`src/rtl/lsu_axi_demux_pkg.sv`:
```
// Shared types and constants for the MEM-stage load/store unit and its address decoder.
package lsu_axi_demux_pkg;

    typedef enum logic [2:0] {
        S_IDLE,
        S_CHECK,
        S_GRANT,
        S_AR,
        S_R,
        S_AW_W,
        S_B,
        S_RESP
    } lsu_state_t;

    localparam logic [1:0] ERR_NONE     = 2'b00;
    localparam logic [1:0] ERR_MISALIGN = 2'b01;
    localparam logic [1:0] ERR_SLAVE    = 2'b10;
    localparam logic [1:0] ERR_DECODE   = 2'b11;

    // funct3[1:0] selects the access size, funct3[2] selects zero extension
    localparam logic [1:0] SZ_B = 2'b00;
    localparam logic [1:0] SZ_H = 2'b01;
    localparam logic [1:0] SZ_W = 2'b10;
    localparam logic [1:0] SZ_D = 2'b11;
    localparam int         F3_UNSIGNED_BIT = 2;

    localparam logic [1:0] RESP_OKAY   = 2'b00;
    localparam logic [1:0] RESP_SLVERR = 2'b10;
    localparam logic [1:0] RESP_DECERR = 2'b11;

    function automatic int size_bytes(input logic [1:0] sz);
        return 1 << sz;
    endfunction

endpackage

```
`src/rtl/lsu_addr_decode.sv`:
```
// Combinational address decoder: one-hot slave select plus hit flag.
// Slave 0 is the leftmost entry of SLV_BASE/SLV_MASK; the lowest index wins on overlap.
module lsu_addr_decode #(
    parameter int DATA_WIDTH = 32,
    parameter int NUM_SLAVES = 2,
    parameter logic [NUM_SLAVES*DATA_WIDTH-1:0] SLV_BASE = {32'h1000_0000, 32'h8000_0000},
    parameter logic [NUM_SLAVES*DATA_WIDTH-1:0] SLV_MASK = {32'hFFFF_F000, 32'hF800_0000}
) (
    input  logic [DATA_WIDTH-1:0] addr,
    output logic [NUM_SLAVES-1:0] sel,
    output logic                  hit
);

    always_comb begin
        sel = '0;
        hit = 1'b0;
        for (int i = 0; i < NUM_SLAVES; i++) begin
            if (!hit && ((addr & SLV_MASK[(NUM_SLAVES-1-i)*DATA_WIDTH +: DATA_WIDTH])
                         == SLV_BASE[(NUM_SLAVES-1-i)*DATA_WIDTH +: DATA_WIDTH])) begin
                sel[i] = 1'b1;
                hit    = 1'b1;
            end
        end
    end

endmodule

```
`src/rtl/lsu_axi_demux.sv`:
```
// MEM-stage load/store unit: one op per handshake, routed to one AXI4-Lite slave.
// Optional watchdog on bus phases is enabled by defining LSU_TIMEOUT_EN.
module lsu_axi_demux
    import lsu_axi_demux_pkg::*;
#(
    parameter int DATA_WIDTH = 32,
    parameter int NUM_SLAVES = 2,
    parameter logic [NUM_SLAVES*DATA_WIDTH-1:0] SLV_BASE = {32'h1000_0000, 32'h8000_0000},
    parameter logic [NUM_SLAVES*DATA_WIDTH-1:0] SLV_MASK = {32'hFFFF_F000, 32'hF800_0000},
    parameter int TIMEOUT_CYCLES = 255
) (
    input  logic                             clk,
    input  logic                             rstn,
    input  logic                             in_valid,
    output logic                             in_ready,
    input  logic [DATA_WIDTH-1:0]            addr,
    input  logic                             mem_read,
    input  logic                             mem_write,
    input  logic [2:0]                       funct3,
    input  logic [DATA_WIDTH-1:0]            st_data,
    output logic                             out_valid,
    input  logic                             out_ready,
    output logic [DATA_WIDTH-1:0]            ld_data,
    output logic                             err,
    output logic [1:0]                       err_code,
    output logic                             arb_req,
    input  logic                             arb_grant,
    output logic [DATA_WIDTH-1:0]            m_araddr,
    output logic [DATA_WIDTH-1:0]            m_awaddr,
    output logic [DATA_WIDTH-1:0]            m_wdata,
    output logic [DATA_WIDTH/8-1:0]          m_wstrb,
    output logic [NUM_SLAVES-1:0]            m_arvalid,
    output logic [NUM_SLAVES-1:0]            m_awvalid,
    output logic [NUM_SLAVES-1:0]            m_wvalid,
    output logic [NUM_SLAVES-1:0]            m_rready,
    output logic [NUM_SLAVES-1:0]            m_bready,
    input  logic [NUM_SLAVES-1:0]            s_arready,
    input  logic [NUM_SLAVES-1:0]            s_awready,
    input  logic [NUM_SLAVES-1:0]            s_wready,
    input  logic [NUM_SLAVES-1:0]            s_rvalid,
    input  logic [NUM_SLAVES-1:0]            s_bvalid,
    input  logic [NUM_SLAVES*DATA_WIDTH-1:0] s_rdata,
    input  logic [NUM_SLAVES*2-1:0]          s_rresp,
    input  logic [NUM_SLAVES*2-1:0]          s_bresp
);

    localparam int STRB_W = DATA_WIDTH / 8;
    localparam int OFF_W  = $clog2(STRB_W);

    lsu_state_t              state;
    logic [DATA_WIDTH-1:0]   addr_q;
    logic [2:0]              funct3_q;
    logic                    is_read_q;
    logic                    is_write_q;
    logic [NUM_SLAVES-1:0]   sel_q;
    logic                    hit_q;

    logic [NUM_SLAVES-1:0]   dec_sel;
    logic                    dec_hit;
    logic                    misaligned;
    logic [STRB_W-1:0]       strb_next;
    logic [DATA_WIDTH-1:0]   wdata_rep;
    logic [DATA_WIDTH-1:0]   rdata_sel;
    logic [1:0]              rresp_sel;
    logic [1:0]              bresp_sel;
    logic [DATA_WIDTH-1:0]   ld_ext;
    logic                    ar_fire, r_fire, aw_fire, w_fire, b_fire;
    logic                    aw_done, w_done;

    lsu_addr_decode #(
        .DATA_WIDTH (DATA_WIDTH),
        .NUM_SLAVES (NUM_SLAVES),
        .SLV_BASE   (SLV_BASE),
        .SLV_MASK   (SLV_MASK)
    ) u_decode (
        .addr (addr),
        .sel  (dec_sel),
        .hit  (dec_hit)
    );

    assign m_araddr = addr_q;
    assign m_awaddr = addr_q;

    always_comb begin
        case (funct3_q[1:0])
            SZ_B:    misaligned = 1'b0;
            SZ_H:    misaligned = addr_q[0];
            SZ_W:    misaligned = |addr_q[1:0];
            default: misaligned = (DATA_WIDTH == 32) ? 1'b1 : |addr_q[2:0];
        endcase
    end

    // Aligned stores land on lanes that are a multiple of the size, so lane j takes byte j mod size
    always_comb begin
        int nb_in;
        logic [STRB_W-1:0] size_mask;
        nb_in     = size_bytes(funct3[1:0]);
        size_mask = '0;
        wdata_rep = '0;
        for (int j = 0; j < STRB_W; j++) begin
            size_mask[j]        = (j < nb_in);
            wdata_rep[j*8 +: 8] = st_data[(j % nb_in)*8 +: 8];
        end
        strb_next = size_mask << addr[OFF_W-1:0];
    end

    always_comb begin
        int nb;
        logic [DATA_WIDTH-1:0] shifted;
        logic [DATA_WIDTH-1:0] keep;
        rdata_sel = '0;
        rresp_sel = '0;
        bresp_sel = '0;
        for (int i = 0; i < NUM_SLAVES; i++) begin
            if (sel_q[i]) begin
                rdata_sel = rdata_sel | s_rdata[i*DATA_WIDTH +: DATA_WIDTH];
                rresp_sel = rresp_sel | s_rresp[i*2 +: 2];
                bresp_sel = bresp_sel | s_bresp[i*2 +: 2];
            end
        end
        shifted = rdata_sel >> {addr_q[OFF_W-1:0], 3'b000};
        nb      = size_bytes(funct3_q[1:0]);
        if (nb > STRB_W) nb = STRB_W;
        keep = '0;
        for (int j = 0; j < STRB_W; j++) begin
            keep[j*8 +: 8] = (j < nb) ? 8'hFF : 8'h00;
        end
        ld_ext = shifted & keep;
        if (!funct3_q[F3_UNSIGNED_BIT] && shifted[nb*8-1]) ld_ext = ld_ext | ~keep;
    end

    assign ar_fire = |(m_arvalid & s_arready);
    assign r_fire  = |(m_rready  & s_rvalid);
    assign aw_fire = |(m_awvalid & s_awready);
    assign w_fire  = |(m_wvalid  & s_wready);
    assign b_fire  = |(m_bready  & s_bvalid);
    assign aw_done = (m_awvalid == '0) || aw_fire;
    assign w_done  = (m_wvalid  == '0) || w_fire;

`ifdef LSU_TIMEOUT_EN
    localparam int TMO_W = $clog2(TIMEOUT_CYCLES + 1);
    logic [TMO_W-1:0] tmo_cnt;
`endif

    // Single FSM; every output is a register updated on the transition that needs it
    always_ff @(posedge clk or negedge rstn) begin
        if (!rstn) begin
            state      <= S_IDLE;
            in_ready   <= 1'b1;
            out_valid  <= 1'b0;
            ld_data    <= '0;
            err        <= 1'b0;
            err_code   <= ERR_NONE;
            arb_req    <= 1'b0;
            m_arvalid  <= '0;
            m_awvalid  <= '0;
            m_wvalid   <= '0;
            m_rready   <= '0;
            m_bready   <= '0;
            m_wdata    <= '0;
            m_wstrb    <= '0;
            addr_q     <= '0;
            funct3_q   <= '0;
            is_read_q  <= 1'b0;
            is_write_q <= 1'b0;
            sel_q      <= '0;
            hit_q      <= 1'b0;
`ifdef LSU_TIMEOUT_EN
            tmo_cnt    <= '0;
`endif
        end else begin
            case (state)
                S_IDLE: begin
                    if (in_valid && in_ready) begin
                        addr_q     <= addr;
                        funct3_q   <= funct3;
                        is_read_q  <= mem_read;
                        is_write_q <= mem_write & ~mem_read;
                        sel_q      <= dec_sel;
                        hit_q      <= dec_hit;
                        m_wdata    <= wdata_rep;
                        m_wstrb    <= strb_next;
                        in_ready   <= 1'b0;
                        state      <= S_CHECK;
                    end
                end
                S_CHECK: begin
                    if (!is_read_q && !is_write_q) begin
                        ld_data   <= '0;
                        err       <= 1'b0;
                        err_code  <= ERR_NONE;
                        out_valid <= 1'b1;
                        state     <= S_RESP;
                    end else if (misaligned) begin
                        ld_data   <= '0;
                        err       <= 1'b1;
                        err_code  <= ERR_MISALIGN;
                        out_valid <= 1'b1;
                        state     <= S_RESP;
                    end else if (!hit_q) begin
                        ld_data   <= '0;
                        err       <= 1'b1;
                        err_code  <= ERR_DECODE;
                        out_valid <= 1'b1;
                        state     <= S_RESP;
                    end else begin
                        arb_req <= 1'b1;
                        state   <= S_GRANT;
                    end
                end
                S_GRANT: begin
                    if (arb_grant) begin
                        if (is_read_q) begin
                            m_arvalid <= sel_q;
                            state     <= S_AR;
                        end else begin
                            m_awvalid <= sel_q;
                            m_wvalid  <= sel_q;
                            state     <= S_AW_W;
                        end
                    end
                end
                S_AR: begin
                    if (ar_fire) begin
                        m_arvalid <= '0;
                        m_rready  <= sel_q;
                        state     <= S_R;
                    end
                end
                S_R: begin
                    if (r_fire) begin
                        m_rready  <= '0;
                        arb_req   <= 1'b0;
                        ld_data   <= ld_ext;
                        err       <= (rresp_sel != RESP_OKAY);
                        err_code  <= (rresp_sel != RESP_OKAY) ? ERR_SLAVE : ERR_NONE;
                        out_valid <= 1'b1;
                        state     <= S_RESP;
                    end
                end
                S_AW_W: begin
                    if (aw_fire) m_awvalid <= '0;
                    if (w_fire)  m_wvalid  <= '0;
                    if (aw_done && w_done) begin
                        m_bready <= sel_q;
                        state    <= S_B;
                    end
                end
                S_B: begin
                    if (b_fire) begin
                        m_bready  <= '0;
                        arb_req   <= 1'b0;
                        ld_data   <= '0;
                        err       <= (bresp_sel != RESP_OKAY);
                        err_code  <= (bresp_sel != RESP_OKAY) ? ERR_SLAVE : ERR_NONE;
                        out_valid <= 1'b1;
                        state     <= S_RESP;
                    end
                end
                S_RESP: begin
                    if (out_ready) begin
                        out_valid <= 1'b0;
                        in_ready  <= 1'b1;
                        state     <= S_IDLE;
                    end
                end
                default: state <= S_IDLE;
            endcase
`ifdef LSU_TIMEOUT_EN
            // Placed after the case so an expiring watchdog overrides any bus-phase update
            if (state == S_AR || state == S_R || state == S_AW_W || state == S_B) begin
                if (tmo_cnt == TMO_W'(TIMEOUT_CYCLES - 1)) begin
                    m_arvalid <= '0;
                    m_awvalid <= '0;
                    m_wvalid  <= '0;
                    m_rready  <= '0;
                    m_bready  <= '0;
                    arb_req   <= 1'b0;
                    ld_data   <= '0;
                    err       <= 1'b1;
                    err_code  <= ERR_DECODE;
                    out_valid <= 1'b1;
                    state     <= S_RESP;
                    tmo_cnt   <= '0;
                end else begin
                    tmo_cnt <= tmo_cnt + 1'b1;
                end
            end else begin
                tmo_cnt <= '0;
            end
`endif
        end
    end

endmodule

```
`config.mk`:
```
export PLATFORM = sky130hd
export DESIGN_NAME = lsu_axi_demux
export DESIGN_NICKNAME = d
export VERILOG_FILES = /design/src/rtl/lsu_axi_demux_pkg.sv /design/src/rtl/lsu_addr_decode.sv /design/src/rtl/lsu_axi_demux.sv
export SDC_FILE = /design/constraint.sdc
export NUM_CORES = 1
export LEC_CHECK = 0
export CAP_MARGIN = 15
export CORE_MARGIN = 4
export CORE_UTILIZATION = 48
export DETAILED_ROUTE_END_ITERATION = 16
export PLACE_DENSITY = 0.88
export SLEW_MARGIN = 10
export SYNTH_ARGS = -nofsm -noshare
export SYNTH_HDL_FRONTEND = slang
export SYNTH_HIERARCHICAL = 1
export SYNTH_SLANG_ARGS = --single-unit
```
`constraint.sdc`:
```
create_clock -name clk -period 3.8 [get_ports clk]
set_clock_uncertainty 0.05 [all_clocks]
set_input_delay 0.76 -clock clk [delete_from_list [all_inputs] [get_ports clk]]
set_output_delay 0.76 -clock clk [all_outputs]
set_load 0.01 [all_outputs]
```
**After elaboration in Yosys (flattened, before gate mapping)**

Index checks and enable logic that the tools add are counted.
Widths: inputs -> output; s select.

- Input bits: 156
- Logic and storage cells: 204
- Flip-flop bits (word level): 127

- Reduce and logical (&&, ||, !) cells: 41
- Add/sub/neg operators: 1
- Div/mod/pow operators: 4
- Eq/ne operators: 26
- Multiplexer cells: 81
- $lt $le $gt $ge: 10
- Bitwise logic cells: 13
- Shifts and indexed selects: 8

Operators by type and width:

| kind | number |
|---|---|
| $mux 32 | 9 |
| $lt 3x32->1 const A | 4 |
| $shiftx 32x32->8 | 4 |
| $pmux 32 s3 | 1 |
| $lt 1x32->1 const A | 2 |
| $lt 2x32->1 const A | 2 |
| $mod 3x32->32 const A | 2 |
| $or 32x32->32 | 2 |
| $shl 1x2->32 const A | 2 |
| $mux 2 | 22 |
| $mux 3 | 11 |
| $and 32x32->32 | 1 |
| $gt 32x4->1 const B | 1 |
| $lt 32x7->1 const B | 1 |
| $mod 1x32->32 const A | 1 |
| $mod 2x32->32 const A | 1 |
| $mux 8 | 4 |
| $not 32->32 | 1 |
| $shr 32x5->32 | 1 |
| $sub 32x2->32 const B | 1 |
| $ne 2x2->1 const B | 14 |
| $pmux 3 s8 | 1 |
| $mux 1 | 21 |
| $eq 20x17->1 const B | 1 |
| other kinds (33) | 74 |

**Depth between registers and ports, before layout**

- Word-level depth: 11
- Mapped depth: 15
- Depth with buffers taken out: 11

**By module**

The synthesis kept the hierarchy.

Modules (own cells, without submodules):

| module | instances | cells an instance | area each (sq um) | sequential area each (sq um) |
|---|---|---|---|---|
| lsu_axi_demux | 1 | 814 | 7475.9 | 3179.3 |
| lsu_addr_decode | 1 | 12 | 80.1 | 0.0 |

**Least setup slack after synthesis**

OpenSTA, ideal clock, no wires.

- Kind: in2reg
- From: input port funct3[1]
- To: register m_wdata[0]
- Setup slack: -0.305 ns
- Arrival time: 3.968 ns
- Buffers on the path: 4
- Stages: 15
- Required time: 3.663 ns
- Path through: clkbuf_1 > inv_1 > ha_1 > buf_4 > inv_1 > ha_1 > buf_2 > nor2b_1 > o21ai_0 > o21ai_0 > or3_4 > or3_1 > buf_2 > a2111o_1 > o211ai_1

- Longest elaborated chain between the ends: 3

RTL lines:

| element | RTL line | text |
|---|---|---|
| from (decl) | lsu_axi_demux.sv:19 | `input logic [2:0] funct3,` |
| $shl 1x2->32 | lsu_axi_demux_pkg.sv:32 | `return 1 << sz;` |
| $mod 1x32->32 | lsu_axi_demux.sv:102 | `wdata_rep[j*8 +: 8] = st_data[(j % nb_in)*8 +: 8];` |
| $shiftx 32x32->8 | lsu_axi_demux.sv:102 |  |
| to (signal assigned) | lsu_axi_demux.sv:181 | `m_wdata <= wdata_rep;` |
| to (decl) | lsu_axi_demux.sv:30 | `output logic [DATA_WIDTH-1:0] m_wdata,` |

No other way between the ends.
A chain may end at the register's enable or synchronous reset.

**Worst setup path in the final report**

- From: input port funct3[0]
- To: register m_wdata[3]

The elaborated chain is that of the path after synthesis.

==> out/results.txt <==
Post-synth EDFFs: 0
total nets after synthesis: 997
largest fanout of any net on the critical path: 7
number of buffers inserted to repair setup after CTS: 0
fraction of synthesized cell area taken by the top area cell type: 41.7%
Top delay family on crit path: simple AND/OR/NAND/NOR gates
clock root buffer master: sky130_fd_sc_hd__clkbuf_16
final layout net count: 1279
slew of the pin with the lowest slew margin: 1040 ps
path class of the lowest-slack min-delay path: in -> async
Initial Util: 49.3%
CTS HTree Levels: 4
die boundary width: 133 um
xor/xnor share of the synthesized area: 0%
# IOs: 304
main combinational cell family by area after synthesis: compound AO/OA/AOI/OAI gates
Max Slew Vio Count: 0
cell count of the worst reg-to-reg path: 8
largest voltage drop on the vdd net: 0.403 mV
Synth Area in Adders: 2.48%
final critical-path share of the clock period: 93.9%
Resized Gates After CTS: 0
antenna violations before repair: 0
global-route congestion overflow total: 0
mux contribution to synthesized area: 8.78%
endpoint kind of the worst setup timing path: register
crit path launch type: input pin
maximum number of pins on one net before global-route repair: 67
instance count of the mapped netlist: 826
y dimension of the die: 133 um
number of fillers in the final layout: 1120
average cell area after synthesis: 9.15 um^2
number of unique standard cell types used by synthesis: 63
part of the total power dissipated in combinational logic: 43.8%
most common cell in the netlist: sky130_fd_sc_hd__nand2_1
starting DRC count in detailed routing: 670
warning count from the yosys run: 6
cell taking the most area after synthesis: sky130_fd_sc_hd__dfrtp_1
layout-stage area growth over the synthesis result: 49.8%
post-place setup slack: -148 ps
minimum setup slack in the final design: 230 ps
final period demand of the worst path: 3570 ps
power per cell area: 590 nW/um^2
global-route wire length before repair: 42600 um
synthesized-area fraction occupied by ao, oa, aoi and oai cells: 23.8%
sequential cell area: 3180 um^2
clock sinks: 127
vias: 7722
via count of the first global-routing pass: 7968
critical path data arrival time: 3840 ps
Crit path buffers/inverters: 3
largest cells by area after synthesis: sky130_fd_sc_hd__dfrtp_1 42%, sky130_fd_sc_hd__nand2_1 8.6%, sky130_fd_sc_hd__mux2i_1 7.3%
required time reported for the critical path endpoint: 4070 ps
clock transition at the registers of the reported paths: 50 ps
status: completed
Hold Worst Slack: 276 ps
post-synthesis instance area: 7560 um^2
count of antenna-violating nets left after detailed routing: 0
Fmax achieved: 280 MHz
TritonCTS buffer count: 17
cts hold-fix bufs: 0
Final HPWL DP: 19800 um
insertion delay of the later-clocked pin in the worst-skew pair: 410 ps
Final Routed Wirelength: 26900 um
leakage: 0.00496 uW
Avg Vias per Cell: 5.81
Pre-Repair DR Iteration Count: 5
Reg2Reg Launch Point: funct3_q[1]$_DFFE_PN0P_
top flip-flop cell by instance count after synthesis: sky130_fd_sc_hd__dfrtp_1
multi-input gate area in the final layout: 3860 um^2
proportion of layout cells with a drive suffix above 1: 9.12%
global routing usage summed across all routing layers: 29.8%
post-synthesis sequential area ratio: 42.1%
# Max-Cap Violations: 0
core region area: 15300 um^2
series of cell instances along the critical path: clkdlybuf4s50_1 -> inv_1 -> ha_1 -> inv_1 -> ha_1 -> nor2b_1 -> o21ai_0 -> o21ai_0 -> or3_4 -> or3_1 -> a2111o_1 -> o211ai_1
diodes inserted: 0
maximum clock insertion buffer count: 2
simple-gate share of the synthesized area: 15.7%
Slowest-stage cell, CP: sky130_fd_sc_hd__clkdlybuf4s50_1
critical path class: in -> reg
DR DRC count: 0
Die Outline Area: 17800 um^2
CP Depth: 12
switching power: 2400 uW
final hold viol count: 0
relative contribution of the clock network to total power: 23.5%
share of flip-flops with an asynchronous set or reset after synthesis: 100%
share of total power in sequential cells: 32.6%
Avg WL per Cell: 20.2 um
count of input and output buffers: 303
unrepaired setup endpoints after global routing: no
ranking of synthesized cells by instance count: 174 x sky130_fd_sc_hd__nand2_1, 126 x sky130_fd_sc_hd__dfrtp_1, 59 x sky130_fd_sc_hd__o21ai_0
Int Pwr: 4270 uW
# setup viols final: 0
count of standard-cell rows: 45
slew margin rel.: 30.5%
TritonCTS clock tree: done
Worst setup startpoint: funct3[0]
net switching share of the total power: 36.0%
final estimated routing congestion in global placement: 0.889
Max stage delay on crit path: 520 ps
post-synthesis register bit count: 127
-- worst register-to-register path, stage by stage, from the launching register on --
cell	delay, ps
sky130_fd_sc_hd__dfrtp_1	350
sky130_fd_sc_hd__buf_4	180
sky130_fd_sc_hd__or2_1	380
sky130_fd_sc_hd__ha_1	360
sky130_fd_sc_hd__or2_2	300
sky130_fd_sc_hd__o32ai_1	470
sky130_fd_sc_hd__nor2_1	120
sky130_fd_sc_hd__nor2_1	540
sky130_fd_sc_hd__a22o_1	230
-- layer usage --
metal	wire length, um	track usage [%]	share of wire (%)	up-vias
li1	-	-	-	3510
met1	10700	37.9	40	3703
met2	12700	47.3	47	428
met3	2400	8.38	8.9	81
met4	1080	13.5	4.0	0
met5	0	0	0	-
-- logic make-up after synthesis --
| logic type | count (synthesis) |
|---|---|
| muxes | 64 |
| buffers and inverters | 108 |
| DFF | 127 |
| adders and majority gates | 15 |
| and+or+nand+nor | 271 |
| AOI/OAI and AO/OA | 241 |
-- metrics by stage --
step	area, um^2	setup TNS (ps)	instances	total power (uW)	utilization, %
after global routing	11300	0	1329	7050	73.9
after floorplan	7570	0	826	3600	-
final	11300	0	1329	6670	73.9
after global placement	10800	-633	1300	5010	70.2
after CTS	11300	0	1329	6680	73.9
after detailed placement	10800	-1090	1300	5070	70.2
-- state kept, by name, summed over array words and instances, names as in the netlist --
signal      count
arb_req         1
err             1
err_code        2
funct3_q        3
hit_q           1
in_ready        1
is_read_q       1
is_write_q      1
ld_data        32
m_araddr       32
m_arvalid       2
m_awvalid       2
m_bready        2
m_rready        2
m_wdata        32
m_wstrb         4
m_wvalid        2
out_valid       1
sel_q           2
state           3
-- cells in the final DEF (no fill, tap or decap), drive strengths merged, types with 3 or more instances in the layout --
cell / n
nand2: 174
a221o: 4
nand2b: 6
nor4: 5
a22oi: 26
a2111oi: 3
mux2: 8
clkinv: 5
o31ai: 11
nor2: 40
a22o: 52
a211o: 5
o211ai: 21
a2111o: 7
nand3: 8
a221oi: 6
ha: 15
o31a: 3
a21oi: 15
or2: 4
a31oi: 7
mux2i: 55
o22ai: 6
or3: 4
dfrtp: 126
inv: 24
nor3: 8
buf: 44
clkdlybuf4s50: 302
a211oi: 4
o21ai: 61
nor2b: 10
clkbuf: 22
-- power by group through the flow --
stage / clock, uW / combinational (uW) / sequential (uW)
6_report: 1570 / 2920 / 2180
4_1_cts: 1590 / 2920 / 2170
2_1_floorplan: 0 / 1410 / 2200
3_3_place_gp: 0 / 2840 / 2160
3_5_place_dp: 0 / 2900 / 2170
5_1_grt: 1650 / 3170 / 2230
-- final cells by class --
cell class / count / area share, %
Tap cell: 211 / 2.33
Sequential cell: 127 / 28.1
Multi-Input combinational cell: 591 / 34.1
Clock inverter: 7 / 0.774
Timing Repair Buffer: 346 / 29.7
Clock buffer: 22 / 4.19
Inverter: 25 / 0.829
-- worst paths after layout --
kind	to	slack, ps
worst max-delay path	m_wdata[3]$_DFFE_PN0P_	230
max in group asynchronous	m_wdata[7]$_DFFE_PN0P_	2520
min in group clk	m_wdata[16]$_DFFE_PN0P_	430
worst min register to register	m_wdata[16]$_DFFE_PN0P_	430
worst min-delay path	m_wvalid[0]$_DFFE_PN0P_	280
worst max register to register	ld_data[6]$_DFFE_PN0P_	770
No activity file was read; power rests on OpenSTA's default activity.
